--- config.mk ---
export PLATFORM = sky130hd
export DESIGN_NAME = chacha20_stream_ctrl_flat
export DESIGN_NICKNAME = d
export VERILOG_FILES = /design/src/rtl/chacha20_stream_ctrl_if.sv /design/src/rtl/chacha20_stream_ctrl.sv /design/src/flat_wrapper.sv
export SDC_FILE = /design/constraint.sdc
export NUM_CORES = 1
export LEC_CHECK = 0
export ABC_AREA = 1
export CAP_MARGIN = 25
export CORE_ASPECT_RATIO = 0.5
export CORE_UTILIZATION = 35
export DETAILED_ROUTE_END_ITERATION = 7
export HOLD_SLACK_MARGIN = 0.03
export SYNTH_ARGS = -nofsm -noshare
export SYNTH_HDL_FRONTEND = slang
export SYNTH_SLANG_ARGS = --single-unit
--- constraint.sdc ---
create_clock -name clock -period 26 [get_ports clock]
set_clock_uncertainty 0.1 [all_clocks]
set_input_delay 2.6 -clock clock [delete_from_list [all_inputs] [get_ports clock]]
set_output_delay 2.6 -clock clock [all_outputs]
set_load 0.05 [all_outputs]
--- src/rtl/chacha20_stream_ctrl_if.sv ---
// -----------------------------------------------------------------------------
// chacha20_stream_ctrl_if
// Bundles every handshake/bus signal of chacha20_stream_ctrl so the controller
// and its environment connect through one port.
//
// Signal groups:
//   host_csr_*      host Avalon-MM write port (write/address/writedata, waitrequest)
//   cfg_*, busy,    message start/length and status
//   done
//   core_csr_*      write port towards the ChaCha20 core CSRs
//   core_st_*       512-bit keystream pad stream from the core
//   in_*            32-bit data-in Avalon-ST stream
//   out_*           32-bit data-out Avalon-ST stream, out_last marks the final word
//
// Modports:
//   slave  - the controller itself
//   master - the surrounding system (host, core, stream source/sink)
// -----------------------------------------------------------------------------
interface chacha20_stream_ctrl_if #(
    parameter int LEN_W = 16
);
    logic             host_csr_write;
    logic [5:0]       host_csr_address;
    logic [31:0]      host_csr_writedata;
    logic             host_waitrequest;

    logic             cfg_start;
    logic [LEN_W-1:0] cfg_len;
    logic             busy;
    logic             done;

    logic             core_csr_write;
    logic [5:0]       core_csr_address;
    logic [31:0]      core_csr_writedata;

    logic [511:0]     core_st_data;
    logic             core_st_valid;
    logic             core_st_ready;

    logic [31:0]      in_data;
    logic             in_valid;
    logic             in_ready;

    logic [31:0]      out_data;
    logic             out_valid;
    logic             out_ready;
    logic             out_last;

    modport slave (
        input  host_csr_write, host_csr_address, host_csr_writedata,
        output host_waitrequest,
        input  cfg_start, cfg_len,
        output busy, done,
        output core_csr_write, core_csr_address, core_csr_writedata,
        input  core_st_data, core_st_valid,
        output core_st_ready,
        input  in_data, in_valid,
        output in_ready,
        output out_data, out_valid, out_last,
        input  out_ready
    );

    modport master (
        output host_csr_write, host_csr_address, host_csr_writedata,
        input  host_waitrequest,
        output cfg_start, cfg_len,
        input  busy, done,
        input  core_csr_write, core_csr_address, core_csr_writedata,
        output core_st_data, core_st_valid,
        input  core_st_ready,
        output in_data, in_valid,
        input  in_ready,
        input  out_data, out_valid, out_last,
        output out_ready
    );
endinterface

--- src/rtl/chacha20_stream_ctrl.sv ---
// -----------------------------------------------------------------------------
// chacha20_stream_ctrl
// Drives the ChaCha20 keystream core to encrypt/decrypt a message of cfg_len
// 32-bit words. Pads are requested with CONTROL writes (address 6'h20, data =
// pads-1) in chunks of at most MAX_CHUNK. Each 512-bit pad is held in a local
// buffer and XORed word by word with the input stream, so the core can already
// work on the next pad while the current one is being consumed.
//
// Ports:
//   clock, reset   system clock, asynchronous active-high reset
//   bus (slave)    host CSR port, cfg/status, core CSR and pad stream,
//                  data-in and data-out streams (see chacha20_stream_ctrl_if)
//
// Parameters:
//   LEN_W          width of the message length in words
//   MAX_CHUNK      pads per CONTROL write, 1..32 (core's 5-bit pad counter)
//
// Build option:
//   CHACHA_STREAM_CTRL_OUT_REG_EN - when defined, out_data/out_valid/out_last
//   come from a skid-free output register (1-cycle latency) and done fires on
//   the final word's output handshake. Undefined: combinational XOR path.
// -----------------------------------------------------------------------------
module chacha20_stream_ctrl #(
    parameter int LEN_W     = 16,
    parameter int MAX_CHUNK = 32
) (
    input  logic                  clock,
    input  logic                  reset,
    chacha20_stream_ctrl_if.slave bus
);
    localparam logic [5:0] CONTROL_ADDR = 6'h20;
    localparam int         BLK_W        = LEN_W - 3;
    localparam int         CHUNK_W      = 6;

    typedef enum logic [1:0] {
        S_IDLE,
        S_ISSUE,
        S_WAIT_KS,
        S_XOR
    } state_t;

    state_t             r_state;
    logic [LEN_W-1:0]   r_words_left;
    logic [BLK_W-1:0]   r_blocks_left;
    logic [CHUNK_W-1:0] r_chunk_left;
    logic [3:0]         r_word_idx;
    logic [511:0]       r_ks_buf;
    logic               r_done;

    logic [BLK_W-1:0]   w_cfg_blocks;
    logic [CHUNK_W-1:0] w_chunk_n;
    logic               w_pad_take;
    logic               w_word_take;
    logic               w_in_xor;
    logic               w_in_ready;
    logic               w_last_word;
    logic [31:0]        w_ks_word;

    // ceil(cfg_len / 16): whole blocks plus one for any partial tail.
    assign w_cfg_blocks = BLK_W'(bus.cfg_len[LEN_W-1:4]) + BLK_W'(|bus.cfg_len[3:0]);
    assign w_chunk_n    = (r_blocks_left > BLK_W'(MAX_CHUNK)) ? CHUNK_W'(MAX_CHUNK)
                                                              : CHUNK_W'(r_blocks_left);

    assign w_in_xor    = (r_state == S_XOR);
    assign w_last_word = (r_words_left == LEN_W'(1));
    assign w_ks_word   = r_ks_buf[{r_word_idx, 5'd0} +: 32];

    // The core keeps valid high after its last pad; only accept while pads of
    // the current chunk are still owed. ISSUE keeps ready low so a stale valid
    // from the previous chunk is never taken.
    assign bus.core_st_ready = (r_state == S_WAIT_KS) && (r_chunk_left != '0);
    assign w_pad_take        = bus.core_st_ready && bus.core_st_valid;

    assign bus.busy             = (r_state != S_IDLE);
    assign bus.host_waitrequest = (r_state != S_IDLE);

    // Host writes reach the core only while idle; CONTROL belongs to this block.
    always_comb begin
        // NOTE: each output gets a default before the case so every path assigns it and no latch is inferred.
        bus.core_csr_write     = 1'b0;
        bus.core_csr_address   = '0;
        bus.core_csr_writedata = '0;
        case (r_state)
            S_IDLE: begin
                bus.core_csr_write     = bus.host_csr_write && (bus.host_csr_address != CONTROL_ADDR);
                bus.core_csr_address   = bus.host_csr_address;
                bus.core_csr_writedata = bus.host_csr_writedata;
            end
            S_ISSUE: begin
                bus.core_csr_write     = 1'b1;
                bus.core_csr_address   = CONTROL_ADDR;
                bus.core_csr_writedata = 32'(w_chunk_n) - 32'd1;
            end
            default: ;
        endcase
    end

`ifdef CHACHA_STREAM_CTRL_OUT_REG_EN
    localparam logic DONE_ON_EXIT = 1'b0;

    logic        r_out_valid;
    logic [31:0] r_out_data;
    logic        r_out_last;

    assign w_in_ready  = w_in_xor && (!r_out_valid || bus.out_ready);
    assign w_word_take = w_in_ready && bus.in_valid;

    // The register keeps draining after the FSM has left XOR.
    always_ff @(posedge clock or posedge reset) begin
        if (reset) begin
            r_out_valid <= 1'b0;
            r_out_data  <= '0;
            r_out_last  <= 1'b0;
        end else if (w_word_take) begin
            r_out_valid <= 1'b1;
            r_out_data  <= bus.in_data ^ w_ks_word;
            r_out_last  <= w_last_word;
        end else if (bus.out_ready) begin
            r_out_valid <= 1'b0;
        end
    end

    assign bus.in_ready  = w_in_ready;
    assign bus.out_valid = r_out_valid;
    assign bus.out_data  = r_out_data;
    assign bus.out_last  = r_out_last;
    assign bus.done      = r_done || (r_out_valid && bus.out_ready && r_out_last);
`else
    localparam logic DONE_ON_EXIT = 1'b1;

    assign w_in_ready  = w_in_xor && bus.out_ready;
    assign w_word_take = w_in_ready && bus.in_valid;

    assign bus.in_ready  = w_in_ready;
    assign bus.out_valid = w_in_xor && bus.in_valid;
    assign bus.out_data  = w_in_xor ? (bus.in_data ^ w_ks_word) : '0;
    assign bus.out_last  = w_in_xor && w_last_word;
    assign bus.done      = r_done;
`endif

    // NOTE: the pad buffer is pure datapath, only read after a pad is captured, so it carries no reset.
    always_ff @(posedge clock) begin
        if (w_pad_take) begin
            r_ks_buf <= bus.core_st_data;
        end
    end

    always_ff @(posedge clock or posedge reset) begin
        if (reset) begin
            r_state       <= S_IDLE;
            r_words_left  <= '0;
            r_blocks_left <= '0;
            r_chunk_left  <= '0;
            r_word_idx    <= '0;
            r_done        <= 1'b0;
        end else begin
            // NOTE: non-blocking assignments so every register samples pre-edge values regardless of statement order.
            r_done <= 1'b0;
            case (r_state)
                S_IDLE: begin
                    if (bus.cfg_start) begin
                        if (bus.cfg_len == '0) begin
                            r_done <= 1'b1;
                        end else begin
                            r_words_left  <= bus.cfg_len;
                            r_blocks_left <= w_cfg_blocks;
                            r_state       <= S_ISSUE;
                        end
                    end
                end
                S_ISSUE: begin
                    r_chunk_left  <= w_chunk_n;
                    r_blocks_left <= r_blocks_left - BLK_W'(w_chunk_n);
                    r_state       <= S_WAIT_KS;
                end
                S_WAIT_KS: begin
                    if (w_pad_take) begin
                        r_chunk_left <= r_chunk_left - CHUNK_W'(1);
                        r_word_idx   <= '0;
                        r_state      <= S_XOR;
                    end
                end
                S_XOR: begin
                    if (w_word_take) begin
                        r_word_idx   <= r_word_idx + 4'd1;
                        r_words_left <= r_words_left - LEN_W'(1);
                        if (w_last_word) begin
                            // Unused words of a partial final pad are simply dropped.
                            r_state <= S_IDLE;
                            r_done  <= DONE_ON_EXIT;
                        end else if (r_word_idx == 4'd15) begin
                            r_state <= (r_chunk_left != '0) ? S_WAIT_KS : S_ISSUE;
                        end
                    end
                end
                default: r_state <= S_IDLE;
            endcase
        end
    end
endmodule
--- src/flat_wrapper.sv ---
// flat-port wrapper written by rule: the top's interface ports become plain ports
module chacha20_stream_ctrl_flat 
#(
    parameter int LEN_W     = 16,
    parameter int MAX_CHUNK = 32
)
  (clock, reset, bus_host_csr_write, bus_host_csr_address, bus_host_csr_writedata, bus_host_waitrequest, bus_cfg_start, bus_cfg_len, bus_busy, bus_done, bus_core_csr_write, bus_core_csr_address, bus_core_csr_writedata, bus_core_st_data, bus_core_st_valid, bus_core_st_ready, bus_in_data, bus_in_valid, bus_in_ready, bus_out_data, bus_out_valid, bus_out_last, bus_out_ready);
  chacha20_stream_ctrl_if #(.LEN_W(LEN_W)) bus_i ();
  input  logic clock;
  input  logic reset;
  input wire logic [$bits(bus_i.host_csr_write)-1:0] bus_host_csr_write;
  input wire logic [$bits(bus_i.host_csr_address)-1:0] bus_host_csr_address;
  input wire logic [$bits(bus_i.host_csr_writedata)-1:0] bus_host_csr_writedata;
  output wire logic [$bits(bus_i.host_waitrequest)-1:0] bus_host_waitrequest;
  input wire logic [$bits(bus_i.cfg_start)-1:0] bus_cfg_start;
  input wire logic [$bits(bus_i.cfg_len)-1:0] bus_cfg_len;
  output wire logic [$bits(bus_i.busy)-1:0] bus_busy;
  output wire logic [$bits(bus_i.done)-1:0] bus_done;
  output wire logic [$bits(bus_i.core_csr_write)-1:0] bus_core_csr_write;
  output wire logic [$bits(bus_i.core_csr_address)-1:0] bus_core_csr_address;
  output wire logic [$bits(bus_i.core_csr_writedata)-1:0] bus_core_csr_writedata;
  input wire logic [$bits(bus_i.core_st_data)-1:0] bus_core_st_data;
  input wire logic [$bits(bus_i.core_st_valid)-1:0] bus_core_st_valid;
  output wire logic [$bits(bus_i.core_st_ready)-1:0] bus_core_st_ready;
  input wire logic [$bits(bus_i.in_data)-1:0] bus_in_data;
  input wire logic [$bits(bus_i.in_valid)-1:0] bus_in_valid;
  output wire logic [$bits(bus_i.in_ready)-1:0] bus_in_ready;
  output wire logic [$bits(bus_i.out_data)-1:0] bus_out_data;
  output wire logic [$bits(bus_i.out_valid)-1:0] bus_out_valid;
  output wire logic [$bits(bus_i.out_last)-1:0] bus_out_last;
  input wire logic [$bits(bus_i.out_ready)-1:0] bus_out_ready;
  assign bus_i.host_csr_write = bus_host_csr_write;
  assign bus_i.host_csr_address = bus_host_csr_address;
  assign bus_i.host_csr_writedata = bus_host_csr_writedata;
  assign bus_host_waitrequest = bus_i.host_waitrequest;
  assign bus_i.cfg_start = bus_cfg_start;
  assign bus_i.cfg_len = bus_cfg_len;
  assign bus_busy = bus_i.busy;
  assign bus_done = bus_i.done;
  assign bus_core_csr_write = bus_i.core_csr_write;
  assign bus_core_csr_address = bus_i.core_csr_address;
  assign bus_core_csr_writedata = bus_i.core_csr_writedata;
  assign bus_i.core_st_data = bus_core_st_data;
  assign bus_i.core_st_valid = bus_core_st_valid;
  assign bus_core_st_ready = bus_i.core_st_ready;
  assign bus_i.in_data = bus_in_data;
  assign bus_i.in_valid = bus_in_valid;
  assign bus_in_ready = bus_i.in_ready;
  assign bus_out_data = bus_i.out_data;
  assign bus_out_valid = bus_i.out_valid;
  assign bus_out_last = bus_i.out_last;
  assign bus_i.out_ready = bus_out_ready;
  chacha20_stream_ctrl #(.LEN_W(LEN_W), .MAX_CHUNK(MAX_CHUNK)) u_core (.clock(clock), .reset(reset), .bus(bus_i));
endmodule
# Yosys cells after proc, flatten, opt, wreduce, memory -nomap -nowiden
# Cells that the tools add are included.
# totals
ff_bits	554
latchBits	0
ramBits	0
romBits	0
input_bits	605
n_memories	0
# classes
add_sub_neg	6
n_mul	0
div_mod_pow	0
order_cmp	1
n_eq_ne	11
n_shift	1
mux	30
bitwise_logic	1
reduce_logical	21
# ops
op	count
512-bit by 10-bit indexed part select with 32-bit output	1
32-bit one-hot mux with 2 select lines	1
16-bit 2-to-1 mux	3
32-bit 2-to-1 mux	1
16-bit one-hot mux with 2 select lines	1
32-bit bitwise XOR	1
13-bit 2-to-1 mux	2
13-bit one-hot mux with 2 select lines	1
6-bit one-hot mux with 2 select lines	2
16-bit by 1-bit == test with 1-bit output, second input constant	1
16-bit logical NOT	1
16-bit by 1-bit subtractor with 16-bit output, second input constant	1
2-bit 2-to-1 mux	7
12-bit by 1-bit adder with 13-bit output	1
13-bit by 6-bit greater-than comparator with 1-bit output, second input constant	1
13-bit by 6-bit subtractor with 13-bit output	1
6-bit 2-to-1 mux	2
2-bit nonzero test	5
4-bit 2-to-1 mux	2
2-bit one-hot mux with 4 select lines	1
4-bit one-hot mux with 2 select lines	1
1-bit logical AND	7
6-bit by 1-bit subtractor with 7-bit output, second input constant	1
6-bit inequality test, second input constant	1
17 further kinds	25

# Depth between registers and ports, before layout
# logic_depth
ltp_word	6
mapped_depth	14
ltp_nobuf	13

# Worst setup path after synthesis
# OpenSTA, ideal clock, no wires.
# synth_timing
kind	input port to flip-flop
start	input bus_core_st_valid
end	register u_core.r_ks_buf[0], enable pin
setup_ps	856
arrival_ps	12510
required_ps	25044
path_slack_ps	12534
path_stages	2
n_path_buf	0
cell_sequence	nand2_1 -> inv_1
# synth_between
elab_chain_cells	1
# synth_lines
element	line_no	text
start, declared	flat_wrapper.sv:23	input wire logic [$bits(bus_i.core_st_valid)-1:0] bus_core_st_valid;
1-bit logical AND	chacha20_stream_ctrl.sv:72	assign w_pad_take = bus.core_st_ready && bus.core_st_valid;
net u_core.w_pad_take	chacha20_stream_ctrl.sv:52	logic w_pad_take;
end signal, assigned	chacha20_stream_ctrl.sv:144	r_ks_buf <= bus.core_st_data;
end, declared	chacha20_stream_ctrl.sv:47	logic [511:0] r_ks_buf;
# The timed path passes the listed nets, and every way through them passes these cells.
# A chain may end at the register's enable or synchronous reset.

# Final worst setup path
# layout_timing
start	register u_core.r_word_idx[0]
end	output bus_out_data[29]
# layout_between
elab_chain_cells	3
# layout_lines
element	line_no	text
start, declared	chacha20_stream_ctrl.sv:46	logic [3:0] r_word_idx;
start signal, assigned	chacha20_stream_ctrl.sv:185	r_word_idx <= r_word_idx + 4'd1;
512-bit by 10-bit indexed part select with 32-bit output	chacha20_stream_ctrl.sv:66	assign w_ks_word = r_ks_buf[{r_word_idx, 5'd0} +: 32];
32-bit bitwise XOR	chacha20_stream_ctrl.sv:136	assign bus.out_data = w_in_xor ? (bus.in_data ^ w_ks_word) : '0;
32-bit 2-to-1 mux	chacha20_stream_ctrl.sv:136	
end, declared	flat_wrapper.sv:28	output wire logic [$bits(bus_i.out_data)-1:0] bus_out_data;
# Every way passes these cells.

==> results.ini <==
[clocking]
post_cts_buffers=0
cts_hold_buf=0
cts_buffer_depth=3
clk_latency_ns=0.61
clock_sinks=554
cts_htree_levels=2
path_clk_slew_ns=0.07
cts_made_buffers=53
cts_tree=yes
cts-root-buf=clkbuf_16
cts_resized=0

[synthesis]
synth_top_area_cell=edfxtp_1
synth_edf_count=512
syn_area_mm2=0.0240
synth_top_area_share_pct=64.0
synth_ff_type=edfxtp_1
synthCells=2169
ys_seq_area_share_pct=68.4
synth_area_per_cell_um2=11.1
async_flop_share_pct=7.58
syn_nets=2788
yosys.cell_types.count=45
ys_seq_elements=554
ys_top_cells_by_area=edfxtp_1 64%, nor2_1 6.7%, o21ai_0 5.7%
ys_warn_count=0

[pwr]
power.density_mw_per_mm2=93.0
peakVddDrop_mv=0.0695
power.leakage_nw=12.0

[min_path]
hp-class=flop to flop
min_to=u_core.r_words_left[11]
whs_path_depth=2
worstHoldStart=u_core.r_words_left[11]

[place]
place_ws_ns=18.70
port_buffers=682
hpwl_mm=61.6
dp.cells=3642
gp_congestion=0.895

[floorplan]
coreArea_mm2=0.0674
die_w_um=373
initial_core_util_pct=35.7
pin_count=683
die_height_um=187
dieArea_mm2=0.0698
row_count=67

[critical_path]
r2r_end=u_core.r_ks_buf[358]
worstPathCellList=inv_8, buf_4, o21ai_0, o211ai_1, nand3_1, nand3_1, nor2_1, nor2_1, clkdlybuf4s50_1
reg2reg_depth=10
worst_ep_arrival_time_ns=4.99
rrSetupSlack_ns=20.79
crit_path_end_kind=output pin
critical_path_class=flop to output pin
path_max_fanout=97
timing.rr.start=u_core.r_state[0]
startpoint_type=flop
required_ns=23.30
max_stage_delay_ns=0.89
slowest_stage=clkdlybuf4s50_1

[timing]
layout_setup_ws_ns=18.31
tns_ns=0
layout_min_cycle_time_ns=7.69
rsz0062_at_grt=false
period_share_pct=29.6
fmax_ghz=0.130
setup_viol_count_final=0
tightest_slew_ns=1.05
whs_ns=0.415
report.final.slew_viol_count=0
slew_headroom_pct=30.2
hold_viol=0

[cells_and_area]
fin_cells=3771
area_growth_pct=38.9
drive_above_1_share_pct=4.29
final_nets=3421

[detailed_routing]
via_per_inst=5.00
wl_per_cell_um=22.8
drt-total-wl_mm=86.0
ant_nets=0
drc=0
drt-initial-drc-count=1963
dr_total_vias=18900
drtPass1Iterations=5

[run_status]
status=finished clean

[grt]
gr-usage-all-layers_pct=23.8
grt_max_degree=156
grt_pass1_vias=18000
grt_antenna_before_repair=33
grt_pass1_wl_mm=121
grt_overflow=0

[run]
drv_cap=0

[metal layers]
metal	GRT usage, %	up-vias	part of all wire (%)
met5	0	-	0
met2	40.7	558	52
li1	-	8995	-
met4	7.99	0	2.5
met1	31.2	9201	41
met3	2.82	112	4.8
[how the worst max path moves through the flow]
stage                                      end            startpoint  slack [ns]  cells after the start
final                         bus_out_data[29]  u_core.r_word_idx[0]       18.31                      9
after global placement    u_core.r_ks_buf[262]     bus_core_st_valid       18.78                      6
after CTS                     bus_out_data[29]  u_core.r_word_idx[0]       18.31                      9
after floorplan             u_core.r_ks_buf[0]     bus_core_st_valid       12.53                      2
after detailed placement  u_core.r_ks_buf[294]     bus_core_st_valid       18.70                      6
after global routing          bus_out_data[29]  u_core.r_word_idx[0]       18.10                      9
[Yosys cell counts (2+ instances only)]
cell and instances:
nand3b_1 2, buf_4 10, o21ai_1 46, o22ai_1 78, clkbuf_2 5, clkinv_1 2
buf_6 16, o21bai_1 12, inv_1 78, xor2_1 7, buf_1 6, nand3_1 90
xnor2_1 4, a31oi_1 4, edfxtp_1 512, dfrtp_1 42, o21ai_0 275, conb_1 2
nor4_1 3, nand4_1 9, buf_2 25, o21bai_2 2, nor3_1 10, o211ai_1 36
nor2_1 426, ha_1 14, clkbuf_1 63, nand2_1 341, a21oi_1 11, inv_2 3
a22oi_1 2, o221ai_1 20
[logic make-up after synthesis]
family | after synthesis | synth area share (%)
simple gates | 885 | 14.6
flops | 554 | 68.4
compound gates | 493 | 11.7
buf+inv | 210 | 4.15
fa+ha+maj | 14 | 0.729
xor+xnor | 11 | 0.401
other cells | 2 | 0.0313
[report_power, final]
part	leakage, nW	internal [mW]	switching, mW
logic	5.94	0.343	0.737
clock network	0.879	0.452	0.357
registers	5.19	1.14	0.0702
total	12.0	1.94	1.16
[state kept, by name (all words and copies together) (netlist names)]
name / count
u_core.bus.done: 1
u_core.r_state: 2
u_core.r_chunk_left: 6
u_core.r_blocks_left: 13
u_core.r_ks_buf: 512
u_core.r_word_idx: 4
u_core.r_words_left: 16
[worst max-delay path: cells and delay by family (launching register included)]
family | cells | cell delay [ns]
buf+inv | 3 | 2.16
flops | 1 | 0.72
compound gates | 2 | 0.72
simple gates | 4 | 0.70
[through the flow]
stage | instance area (µm²) | total power, mW | utilization [%]
after global routing | 33400 | 3.26 | 49.5
after detailed placement | 31500 | 2.30 | 46.7
after floorplan | 24000 | 1.99 | -
final | 33400 | 3.10 | 49.5
after global placement | 31500 | 2.29 | 46.7
after CTS | 33300 | 3.11 | 49.4
[final cells by class]
| cell class | count | area, µm² |
|---|---|---|
| diodes | 30 | 75.1 |
| repair buffers | 704 | 7020 |
| well taps | 897 | 1120 |
| fillers | 6091 | 34000 |
| flip-flops and latches | 554 | 16400 |
| clock inverters | 39 | 408 |
| multi-input cells | 1405 | 6620 |
| clock buffers | 58 | 1370 |
| inverters | 84 | 333 |
[cell usage in the layout (no fill, tap or decap), types with 2 or more instances in the layout]
master	n
a21oi_1	11
a22oi_1	2
a31oi_1	4
buf_4	19
bufinv_16	7
clkbuf_1	4
clkbuf_16	54
clkdlybuf4s50_1	682
clkinv_1	13
clkinv_2	14
clkinv_4	3
conb_1	2
dfrtp_1	39
dfrtp_4	2
diode_2	30
edfxtp_1	512
ha_1	13
inv_1	76
inv_2	2
inv_8	3
nand2_1	341
nand3_1	90
nand3b_1	2
nand4_1	9
nor2_1	425
nor3_1	10
nor4_1	3
o211ai_1	36
o21ai_0	275
o21ai_1	46
o21bai_1	12
o21bai_2	2
o221ai_1	20
o22ai_1	78
xnor2_1	4
xor2_1	7
Note: power is estimated with default switching activity, not from simulation.
